**src/rtl/sisc_ctrl_v2_if.sv**
```systemverilog
// Purpose: groups the IR/status inputs and the datapath control strobes of the SISC controller.
// Latency: none; pure wiring between the controller and the datapath side.
// Backpressure: none; the datapath must accept every control strobe in the cycle it is driven.
interface sisc_ctrl_v2_if #(
    parameter int OP_W   = 4,
    parameter int MM_W   = 4,
    parameter int STAT_W = 4
);
    // Instruction fields and flags presented to the controller
    logic [OP_W-1:0]   opcode;
    logic [MM_W-1:0]   mm;
    logic [STAT_W-1:0] stat;

    // Datapath control strobes
    logic              ir_load;
    logic              pc_write;
    logic              pc_sel;
    logic              br_sel;
    logic              pc_rst;
    logic [1:0]        alu_op;
    logic              rf_we;
    logic              wb_sel;
    logic              rb_sel;
    logic              dm_we;
    logic              stat_en;
    logic              halted;
    logic [3:0]        state;

    // Controller side
    modport master (
        input  opcode, mm, stat,
        output ir_load, pc_write, pc_sel, br_sel, pc_rst, alu_op,
               rf_we, wb_sel, rb_sel, dm_we, stat_en, halted, state
    );

    // Datapath / IR side
    modport slave (
        output opcode, mm, stat,
        input  ir_load, pc_write, pc_sel, br_sel, pc_rst, alu_op,
               rf_we, wb_sel, rb_sel, dm_we, stat_en, halted, state
    );
endinterface

```
**src/rtl/sisc_ctrl_v2.sv**
```systemverilog
// Purpose: multi-cycle SISC control FSM (fetch/decode/execute/mem/writeback, branch resolve, sticky halt).
// Latency: LOD/STR 4+MEM_LAT cycles, ALU/branch/NOOP 5, SWP 6 when CTRL_SWP_EN is defined (FETCH to FETCH).
// Backpressure: none; memory latency is absorbed by a fixed MEM wait count. Optional macro: CTRL_SWP_EN.
module sisc_ctrl_v2 #(
    parameter int OP_W    = 4,
    parameter int MM_W    = 4,
    parameter int STAT_W  = 4,   // must equal MM_W: branch condition is stat & mm
    parameter int MEM_LAT = 1,   // >= 1
    parameter int AM_IMM  = 8
) (
    input  logic          clk,
    input  logic          rst_f,
    sisc_ctrl_v2_if.master bus
);

    localparam int CNT_W = $clog2(MEM_LAT) + 1;

`ifdef CTRL_SWP_EN
    localparam bit SWP_EN = 1'b1;
`else
    // SWP falls through as a NOOP; WB2 can never be entered.
    localparam bit SWP_EN = 1'b0;
`endif

    // Opcode values; 0 and 9..14 are NOOP and need no decode term.
    localparam logic [OP_W-1:0] OP_LOD = OP_W'(1);
    localparam logic [OP_W-1:0] OP_STR = OP_W'(2);
    localparam logic [OP_W-1:0] OP_SWP = OP_W'(3);
    localparam logic [OP_W-1:0] OP_BRA = OP_W'(4);
    localparam logic [OP_W-1:0] OP_BRR = OP_W'(5);
    localparam logic [OP_W-1:0] OP_BNE = OP_W'(6);
    localparam logic [OP_W-1:0] OP_BNR = OP_W'(7);
    localparam logic [OP_W-1:0] OP_ALU = OP_W'(8);
    localparam logic [OP_W-1:0] OP_HLT = OP_W'(15);

    typedef enum logic [3:0] {
        START0    = 4'd0,
        START1    = 4'd1,
        FETCH     = 4'd2,
        DECODE    = 4'd3,
        EXECUTE   = 4'd4,
        MEM       = 4'd5,
        WRITEBACK = 4'd6,
        WB2       = 4'd7,
        HALT      = 4'd8
    } state_t;

    // START0 encodes as zero so a zero power-up image lands there.
    state_t            state_q, state_d;
    logic [CNT_W-1:0]  cnt_q, cnt_d;

    logic is_lod, is_str, is_swp, is_alu, is_hlt;
    logic is_bra, is_brr, is_bne, is_bnr;
    logic is_mem, is_rel, cond_hit, br_taken;
    logic [1:0] ex_alu_op;

    logic       ir_load, pc_write, pc_sel, br_sel, pc_rst;
    logic [1:0] alu_op;
    logic       rf_we, wb_sel, rb_sel, dm_we, stat_en, halted;

    // Instruction class decode and branch resolution
    always_comb begin
        is_lod   = (bus.opcode == OP_LOD);
        is_str   = (bus.opcode == OP_STR);
        is_swp   = (bus.opcode == OP_SWP) && SWP_EN;
        is_alu   = (bus.opcode == OP_ALU);
        is_hlt   = (bus.opcode == OP_HLT);
        is_bra   = (bus.opcode == OP_BRA);
        is_brr   = (bus.opcode == OP_BRR);
        is_bne   = (bus.opcode == OP_BNE);
        is_bnr   = (bus.opcode == OP_BNR);
        is_mem   = is_lod | is_str;
        is_rel   = is_brr | is_bnr;
        cond_hit = |(bus.stat & bus.mm);
        br_taken = ((is_bra | is_brr) & cond_hit) | ((is_bne | is_bnr) & ~cond_hit);

        // ALU mode held through EXECUTE and MEM so the result is stable at WRITEBACK
        if (is_alu) begin
            ex_alu_op = (bus.mm == MM_W'(AM_IMM)) ? 2'b01 : 2'b00;
        end else if (is_mem) begin
            ex_alu_op = 2'b11;
        end else if (is_swp) begin
            ex_alu_op = 2'b00;
        end else begin
            ex_alu_op = 2'b10;
        end
    end

    // Memory wait counter: armed entering MEM, counts down to the access cycle
    always_comb begin
        cnt_d = cnt_q;
        if (state_q == EXECUTE) begin
            cnt_d = is_mem ? CNT_W'(MEM_LAT - 1) : '0;
        end else if ((state_q == MEM) && (cnt_q != '0)) begin
            cnt_d = cnt_q - CNT_W'(1);
        end
    end

    // State and counter registers; reset drops straight to START1
    always_ff @(posedge clk or negedge rst_f) begin
        if (!rst_f) begin
            state_q <= START1;
            cnt_q   <= '0;
        end else begin
            state_q <= state_d;
            cnt_q   <= cnt_d;
        end
    end

    // Next-state and control strobes from present state and IR fields
    always_comb begin
        state_d  = state_q;
        ir_load  = 1'b0;
        pc_write = 1'b0;
        pc_sel   = 1'b0;
        br_sel   = 1'b0;
        pc_rst   = 1'b0;
        alu_op   = 2'b10;
        rf_we    = 1'b0;
        wb_sel   = 1'b0;
        rb_sel   = 1'b0;
        dm_we    = 1'b0;
        stat_en  = 1'b0;
        halted   = 1'b0;

        case (state_q)
            START0: begin
                pc_rst  = 1'b1;
                state_d = START1;
            end
            START1: begin
                pc_rst  = 1'b1;
                state_d = FETCH;
            end
            FETCH: begin
                ir_load  = 1'b1;
                pc_write = 1'b1;
                state_d  = DECODE;
            end
            DECODE: begin
                if (br_taken) begin
                    pc_write = 1'b1;
                    pc_sel   = 1'b1;
                    br_sel   = is_rel;
                end
                state_d = is_hlt ? HALT : EXECUTE;
            end
            EXECUTE: begin
                alu_op  = ex_alu_op;
                state_d = MEM;
            end
            MEM: begin
                alu_op = ex_alu_op;
                // Store strobes only in the final wait cycle: one pulse per STR
                if (cnt_q == '0) begin
                    dm_we   = is_str;
                    state_d = WRITEBACK;
                end
            end
            WRITEBACK: begin
                rf_we   = is_alu | is_lod | is_swp;
                wb_sel  = is_lod;
                stat_en = is_alu;
                state_d = is_swp ? WB2 : FETCH;
            end
            WB2: begin
                rf_we   = 1'b1;
                rb_sel  = 1'b1;
                state_d = FETCH;
            end
            HALT: begin
                halted = 1'b1;
            end
            default: begin
                state_d = START1;
            end
        endcase
    end

    assign bus.ir_load  = ir_load;
    assign bus.pc_write = pc_write;
    assign bus.pc_sel   = pc_sel;
    assign bus.br_sel   = br_sel;
    assign bus.pc_rst   = pc_rst;
    assign bus.alu_op   = alu_op;
    assign bus.rf_we    = rf_we;
    assign bus.wb_sel   = wb_sel;
    assign bus.rb_sel   = rb_sel;
    assign bus.dm_we    = dm_we;
    assign bus.stat_en  = stat_en;
    assign bus.halted   = halted;
    assign bus.state    = state_q;

endmodule

```
**src/flat_wrapper.sv**
```systemverilog
// flat-port wrapper written by rule: the top's interface ports become plain ports
module sisc_ctrl_v2_flat 
#(
    parameter int OP_W    = 4,
    parameter int MM_W    = 4,
    parameter int STAT_W  = 4,                                                    
    parameter int MEM_LAT = 1,          
    parameter int AM_IMM  = 8
)
  (clk, rst_f, bus_opcode, bus_mm, bus_stat, bus_ir_load, bus_pc_write, bus_pc_sel, bus_br_sel, bus_pc_rst, bus_alu_op, bus_rf_we, bus_wb_sel, bus_rb_sel, bus_dm_we, bus_stat_en, bus_halted, bus_state);
  sisc_ctrl_v2_if #(.OP_W(OP_W), .MM_W(MM_W), .STAT_W(STAT_W)) bus_i ();
  input  logic clk;
  input  logic rst_f;
  input wire logic [$bits(bus_i.opcode)-1:0] bus_opcode;
  input wire logic [$bits(bus_i.mm)-1:0] bus_mm;
  input wire logic [$bits(bus_i.stat)-1:0] bus_stat;
  output wire logic [$bits(bus_i.ir_load)-1:0] bus_ir_load;
  output wire logic [$bits(bus_i.pc_write)-1:0] bus_pc_write;
  output wire logic [$bits(bus_i.pc_sel)-1:0] bus_pc_sel;
  output wire logic [$bits(bus_i.br_sel)-1:0] bus_br_sel;
  output wire logic [$bits(bus_i.pc_rst)-1:0] bus_pc_rst;
  output wire logic [$bits(bus_i.alu_op)-1:0] bus_alu_op;
  output wire logic [$bits(bus_i.rf_we)-1:0] bus_rf_we;
  output wire logic [$bits(bus_i.wb_sel)-1:0] bus_wb_sel;
  output wire logic [$bits(bus_i.rb_sel)-1:0] bus_rb_sel;
  output wire logic [$bits(bus_i.dm_we)-1:0] bus_dm_we;
  output wire logic [$bits(bus_i.stat_en)-1:0] bus_stat_en;
  output wire logic [$bits(bus_i.halted)-1:0] bus_halted;
  output wire logic [$bits(bus_i.state)-1:0] bus_state;
  assign bus_i.opcode = bus_opcode;
  assign bus_i.mm = bus_mm;
  assign bus_i.stat = bus_stat;
  assign bus_ir_load = bus_i.ir_load;
  assign bus_pc_write = bus_i.pc_write;
  assign bus_pc_sel = bus_i.pc_sel;
  assign bus_br_sel = bus_i.br_sel;
  assign bus_pc_rst = bus_i.pc_rst;
  assign bus_alu_op = bus_i.alu_op;
  assign bus_rf_we = bus_i.rf_we;
  assign bus_wb_sel = bus_i.wb_sel;
  assign bus_rb_sel = bus_i.rb_sel;
  assign bus_dm_we = bus_i.dm_we;
  assign bus_stat_en = bus_i.stat_en;
  assign bus_halted = bus_i.halted;
  assign bus_state = bus_i.state;
  sisc_ctrl_v2 #(.OP_W(OP_W), .MM_W(MM_W), .STAT_W(STAT_W), .MEM_LAT(MEM_LAT), .AM_IMM(AM_IMM)) u_core (.clk(clk), .rst_f(rst_f), .bus(bus_i));
endmodule
```
**config.mk**
```make
export PLATFORM = sky130hd
export DESIGN_NAME = sisc_ctrl_v2_flat
export DESIGN_NICKNAME = d
export VERILOG_FILES = /design/src/rtl/sisc_ctrl_v2_if.sv /design/src/rtl/sisc_ctrl_v2.sv /design/src/flat_wrapper.sv
export SDC_FILE = /design/constraint.sdc
export NUM_CORES = 1
export LEC_CHECK = 0
export BUFFER_PORTS_ARGS = -buffer_cell sky130_fd_sc_hd__buf_4
export CAP_MARGIN = 5
export CORE_AREA = 10 10 47 49
export CTS_CLUSTER_DIAMETER = 30
export CTS_CLUSTER_SIZE = 28
export DETAILED_ROUTE_END_ITERATION = 12
export DIE_AREA = 0 0 57 59
export PLACE_DENSITY_LB_ADDON = 0.3
export SYNTH_ARGS = -nofsm -noshare
export SYNTH_HDL_FRONTEND = slang
export SYNTH_SLANG_ARGS = --single-unit
```
**constraint.sdc**
```tcl
create_clock -name clk -period 4.1 [get_ports clk]
set_clock_uncertainty 0.2 [all_clocks]
set_input_delay 1.23 -clock clk [delete_from_list [all_inputs] [get_ports clk]]
set_output_delay 1.23 -clock clk [all_outputs]
set_load 0.1 [all_outputs]
```
==> results.ini <==
[logic_synthesis]
synth-warning-count = 0
ys_ff_latch = 5
synth_top_family_by_area = simple AND/OR/NAND/NOR gates
syn-instance-count = 55
post_synth_and_or_nand_nor_area_fraction = 0.5028
top_area_cell_type_share_of_the_netlist_area = 0.2260
synth_top_cells_by_area = sky130_fd_sc_hd__dfrtp_1, sky130_fd_sc_hd__nor3_1, sky130_fd_sc_hd__dfstp_2, sky130_fd_sc_hd__nor2_1, sky130_fd_sc_hd__nand2b_1
synthesized_net_count = 69
post-synth-top-area-cell = sky130_fd_sc_hd__dfrtp_1
synth_fa_ha_area_frac = 0
synth_cell_types = 30
synthesis.area_sq_um = 442.9
synth-xor-area-share = 0.03955
post_synthesis_compound_gate_area_fraction = 0.1271
synth-seq-area-share = 0.2853
synth.avg_cell_area_sq_um = 8.053
synth_mux_area_frac = 0

[place]
gpl_wtd_cong = 0.8364
postPlaceCellArea_sq_um = 768.2
detailedPlacementHpwl_um = 1253
buffer_ports.inserted = 30

[clocking]
insertion_delay_ns = 0.23
clock_path_buffers = 2
cts_tree = done
clock_tree.root_cell = sky130_fd_sc_hd__clkbuf_4
cts_htree_levels = 1
cts_post_setup_buffers_inserted = 0
clk_pin_slew_worst_paths_ns = 0.04
cts_buffer_count = 3
numClockSinks = 5

[cells_and_area]
antennaDiodeCount = 0
final_layout_size_suffix_gt1_frac = 0.5682
area_growth_syn_to_layout_pct = 81.07
stdcell_area_sq_um = 802.0
final.fill_count = 142
finish.net_count = 103
final_core_utilization = 0.5723

[detailed_routing]
wl_per_cell_um = 14.25
drt_iter0_drc = 1
drt-pass1-iter-count = 2
routed_wirelength_um = 1482
via_per_inst = 5.144
vias = 535
post-route-drc-count = 0
ant_nets = 0

[power]
total_leakage_power_nw = 0.3558
vdd_ir_drop_max_mv = 0.1412
power.density_nw_per_um2 = 161.2
fin_total_pwr_uw = 129.3

[critical_path]
cpPeakStageDelay_ns = 0.52
cp-end-kind = output port
worstPathBufferInverterCount = 2
crit_required_ns = 2.67
critical-path-slowest-cell = sky130_fd_sc_hd__or4b_4
critical_path_class = in -> out
cp_data_arrival_time_ns = 2.57
critical_path.startpoint_type = input pin
crit_chain = buf_4, or4b_4, nor4b_4, and2_4, buf_6
family_with_the_most_delay_on_the_worst_path = simple AND/OR/NAND/NOR gates
timing.critical_path.fanout_max = 3

[flow_run]
drv_cap = 0

[timing]
setup_viol = 0
max_freq_mhz = 249.8
grt_setup_unrepaired = no
slew_at_the_pin_closest_to_its_max_slew_limit_ns = 0.3477
slew_viol_final = 0
final.period_utilization = 0.9766
worst_slew_margin_rel = 0.7682
final.setup.tns_ns = 0
timing.final.hold_violations = 0
period_minus_slack_ns = 4.004

[floorplanning]
core_footprint_sq_um = 1401
num_rows = 14
die-width_um = 57
floorplan.die_area_sq_um = 3363
die_y_um = 59
io_pins = 31
start_util = 0.3161

[outcome]
status = complete, no violations

[grt]
grt_max_degree = 12
antenna_found_initial = 0
grt_use_total = 0.08980
vias_in_the_first_global_route = 530
grt_first_pass_wirelength_um = 2539
grt.overflow.total = 0

[worst_hold_path]
hold_path_class = reg -> reg

==> Yosys cell counts (all sizes together) <==
cell    n
nor2    7
nor3    6
dfrtp   4
nand2   4
a21oi   3
nand2b  3
a22o    2
buf     2
nor2b   2
nor4b   2
o21ai   2
or4b    2
xnor2   2
a22oi   1
and2    1
and2b   1
clkbuf  1
dfstp   1
nand4   1
nand4b  1
nor3b   1
nor4    1
nor4bb  1
o22ai   1
or2     1
or3     1
or4     1
==> flip-flops by register name, indices dropped and copies added (netlist names) <==
signal and count:
u_core.bus.state 4, u_core.cnt_q 1
==> worst reg2reg max path: cells and delay by family (launching register included) <==
kind	cells	cell delay (ns)
compound gates	1	0.15
flops	1	0.54
simple gates	2	0.63
==> final cells by class <==
class / instances / area, sq um / area share
Tap cell: 16 / 20.02 / 0.02496
Sequential cell: 5 / 127.6 / 0.1591
Clock buffer: 4 / 26.28 / 0.03276
Multi-Input combinational cell: 47 / 380.4 / 0.4743
Timing Repair Buffer: 32 / 247.7 / 0.3089
==> final timing paths <==
check	start	end	slack [ns]	depth (start not counted)
min in group asynchronous	rst_f	u_core.bus.state[3]$_DFFE_PN0P_	0.59	1
worst min-delay path	u_core.cnt_q$_DFFE_PN0P_	u_core.cnt_q$_DFFE_PN0P_	0.33	1
worst max register to register	u_core.bus.state[1]$_DFFE_PN0P_	u_core.bus.state[3]$_DFFE_PN0P_	2.50	3
worst min register to register	u_core.cnt_q$_DFFE_PN0P_	u_core.cnt_q$_DFFE_PN0P_	0.33	1
worst max-delay path	bus_opcode[3]	bus_br_sel	0.1	5
max in group asynchronous	rst_f	u_core.bus.state[0]$_DFFE_PN1P_	2.92	1
==> logic make-up after synthesis <==
logic type,after synthesis
AO/OA/AOI/OAI,9
AND/OR/NAND/NOR,36
buffers and inverters,3
XOR/XNOR,2
flip-flops,5
==> cells in the final DEF, fill, tap and decap left out <==
cell	synthesis	final
sky130_fd_sc_hd__buf_4	0	30
sky130_fd_sc_hd__nor2_1	7	7
sky130_fd_sc_hd__nand2_1	4	4
sky130_fd_sc_hd__nand2b_1	3	3
sky130_fd_sc_hd__a21oi_1	3	3
sky130_fd_sc_hd__clkbuf_4	0	3
sky130_fd_sc_hd__dfrtp_1	4	3
sky130_fd_sc_hd__xnor2_1	2	2
sky130_fd_sc_hd__o21ai_0	2	2
sky130_fd_sc_hd__nor4b_4	0	2
sky130_fd_sc_hd__or4b_4	1	2
sky130_fd_sc_hd__a22o_1	2	2
sky130_fd_sc_hd__nor3_1	6	2
sky130_fd_sc_hd__nor3_2	0	2
sky130_fd_sc_hd__nor3_4	0	2
sky130_fd_sc_hd__nor2b_1	2	2
sky130_fd_sc_hd__buf_6	1	2
sky130_fd_sc_hd__or4_4	0	1
sky130_fd_sc_hd__o22ai_2	0	1
sky130_fd_sc_hd__nor4_1	1	1
sky130_fd_sc_hd__nand4b_1	1	1
sky130_fd_sc_hd__or2_2	0	1
sky130_fd_sc_hd__and2b_1	1	1
sky130_fd_sc_hd__nor4bb_1	1	1
sky130_fd_sc_hd__nor3b_4	0	1
sky130_fd_sc_hd__and2_4	0	1
sky130_fd_sc_hd__nand4_1	1	1
sky130_fd_sc_hd__or3_1	1	1
sky130_fd_sc_hd__a22oi_1	1	1
sky130_fd_sc_hd__clkbuf_1	1	1
sky130_fd_sc_hd__dfstp_2	1	1
sky130_fd_sc_hd__dfrtp_2	0	1
==> per-layer routing <==
layer / wire (um) / vias up / track usage
li1: - / 275 / -
met1: 579 / 243 / 0.1034
met2: 769 / 17 / 0.1535
met3: 134 / 0 / 0.02790
met4: 0 / 0 / 0.03020
met5: 0 / - / 0
==> through the flow <==
stage | setup slack [ns] | instances | hold slack (ns)
6_report | 0.09613 | 104 | 0.3287
5_1_grt | 0.01347 | 104 | 0.3834
4_1_cts | 0.02899 | 104 | 0.3326
3_5_place_dp | 0.02899 | 100 | 0.3199
3_3_place_gp | 0.04437 | 100 | 0.3257
2_1_floorplan | -0.8428 | 55 | 0.2873
==> timing repair <==
item / 4_1_cts / 5_1_grt
resized for setup: 0 / 2
setup endpoints to repair: 0 / 2
hold buffers: 0 / 0
==> power by group <==
group	internal, mW	total [mW]	switching (mW)
logic	0.0149	0.0257	0.0108
registers	0.0496	0.0496	0
clock network	0.0366	0.0540	0.0173
(Power assumes the default switching activity.)
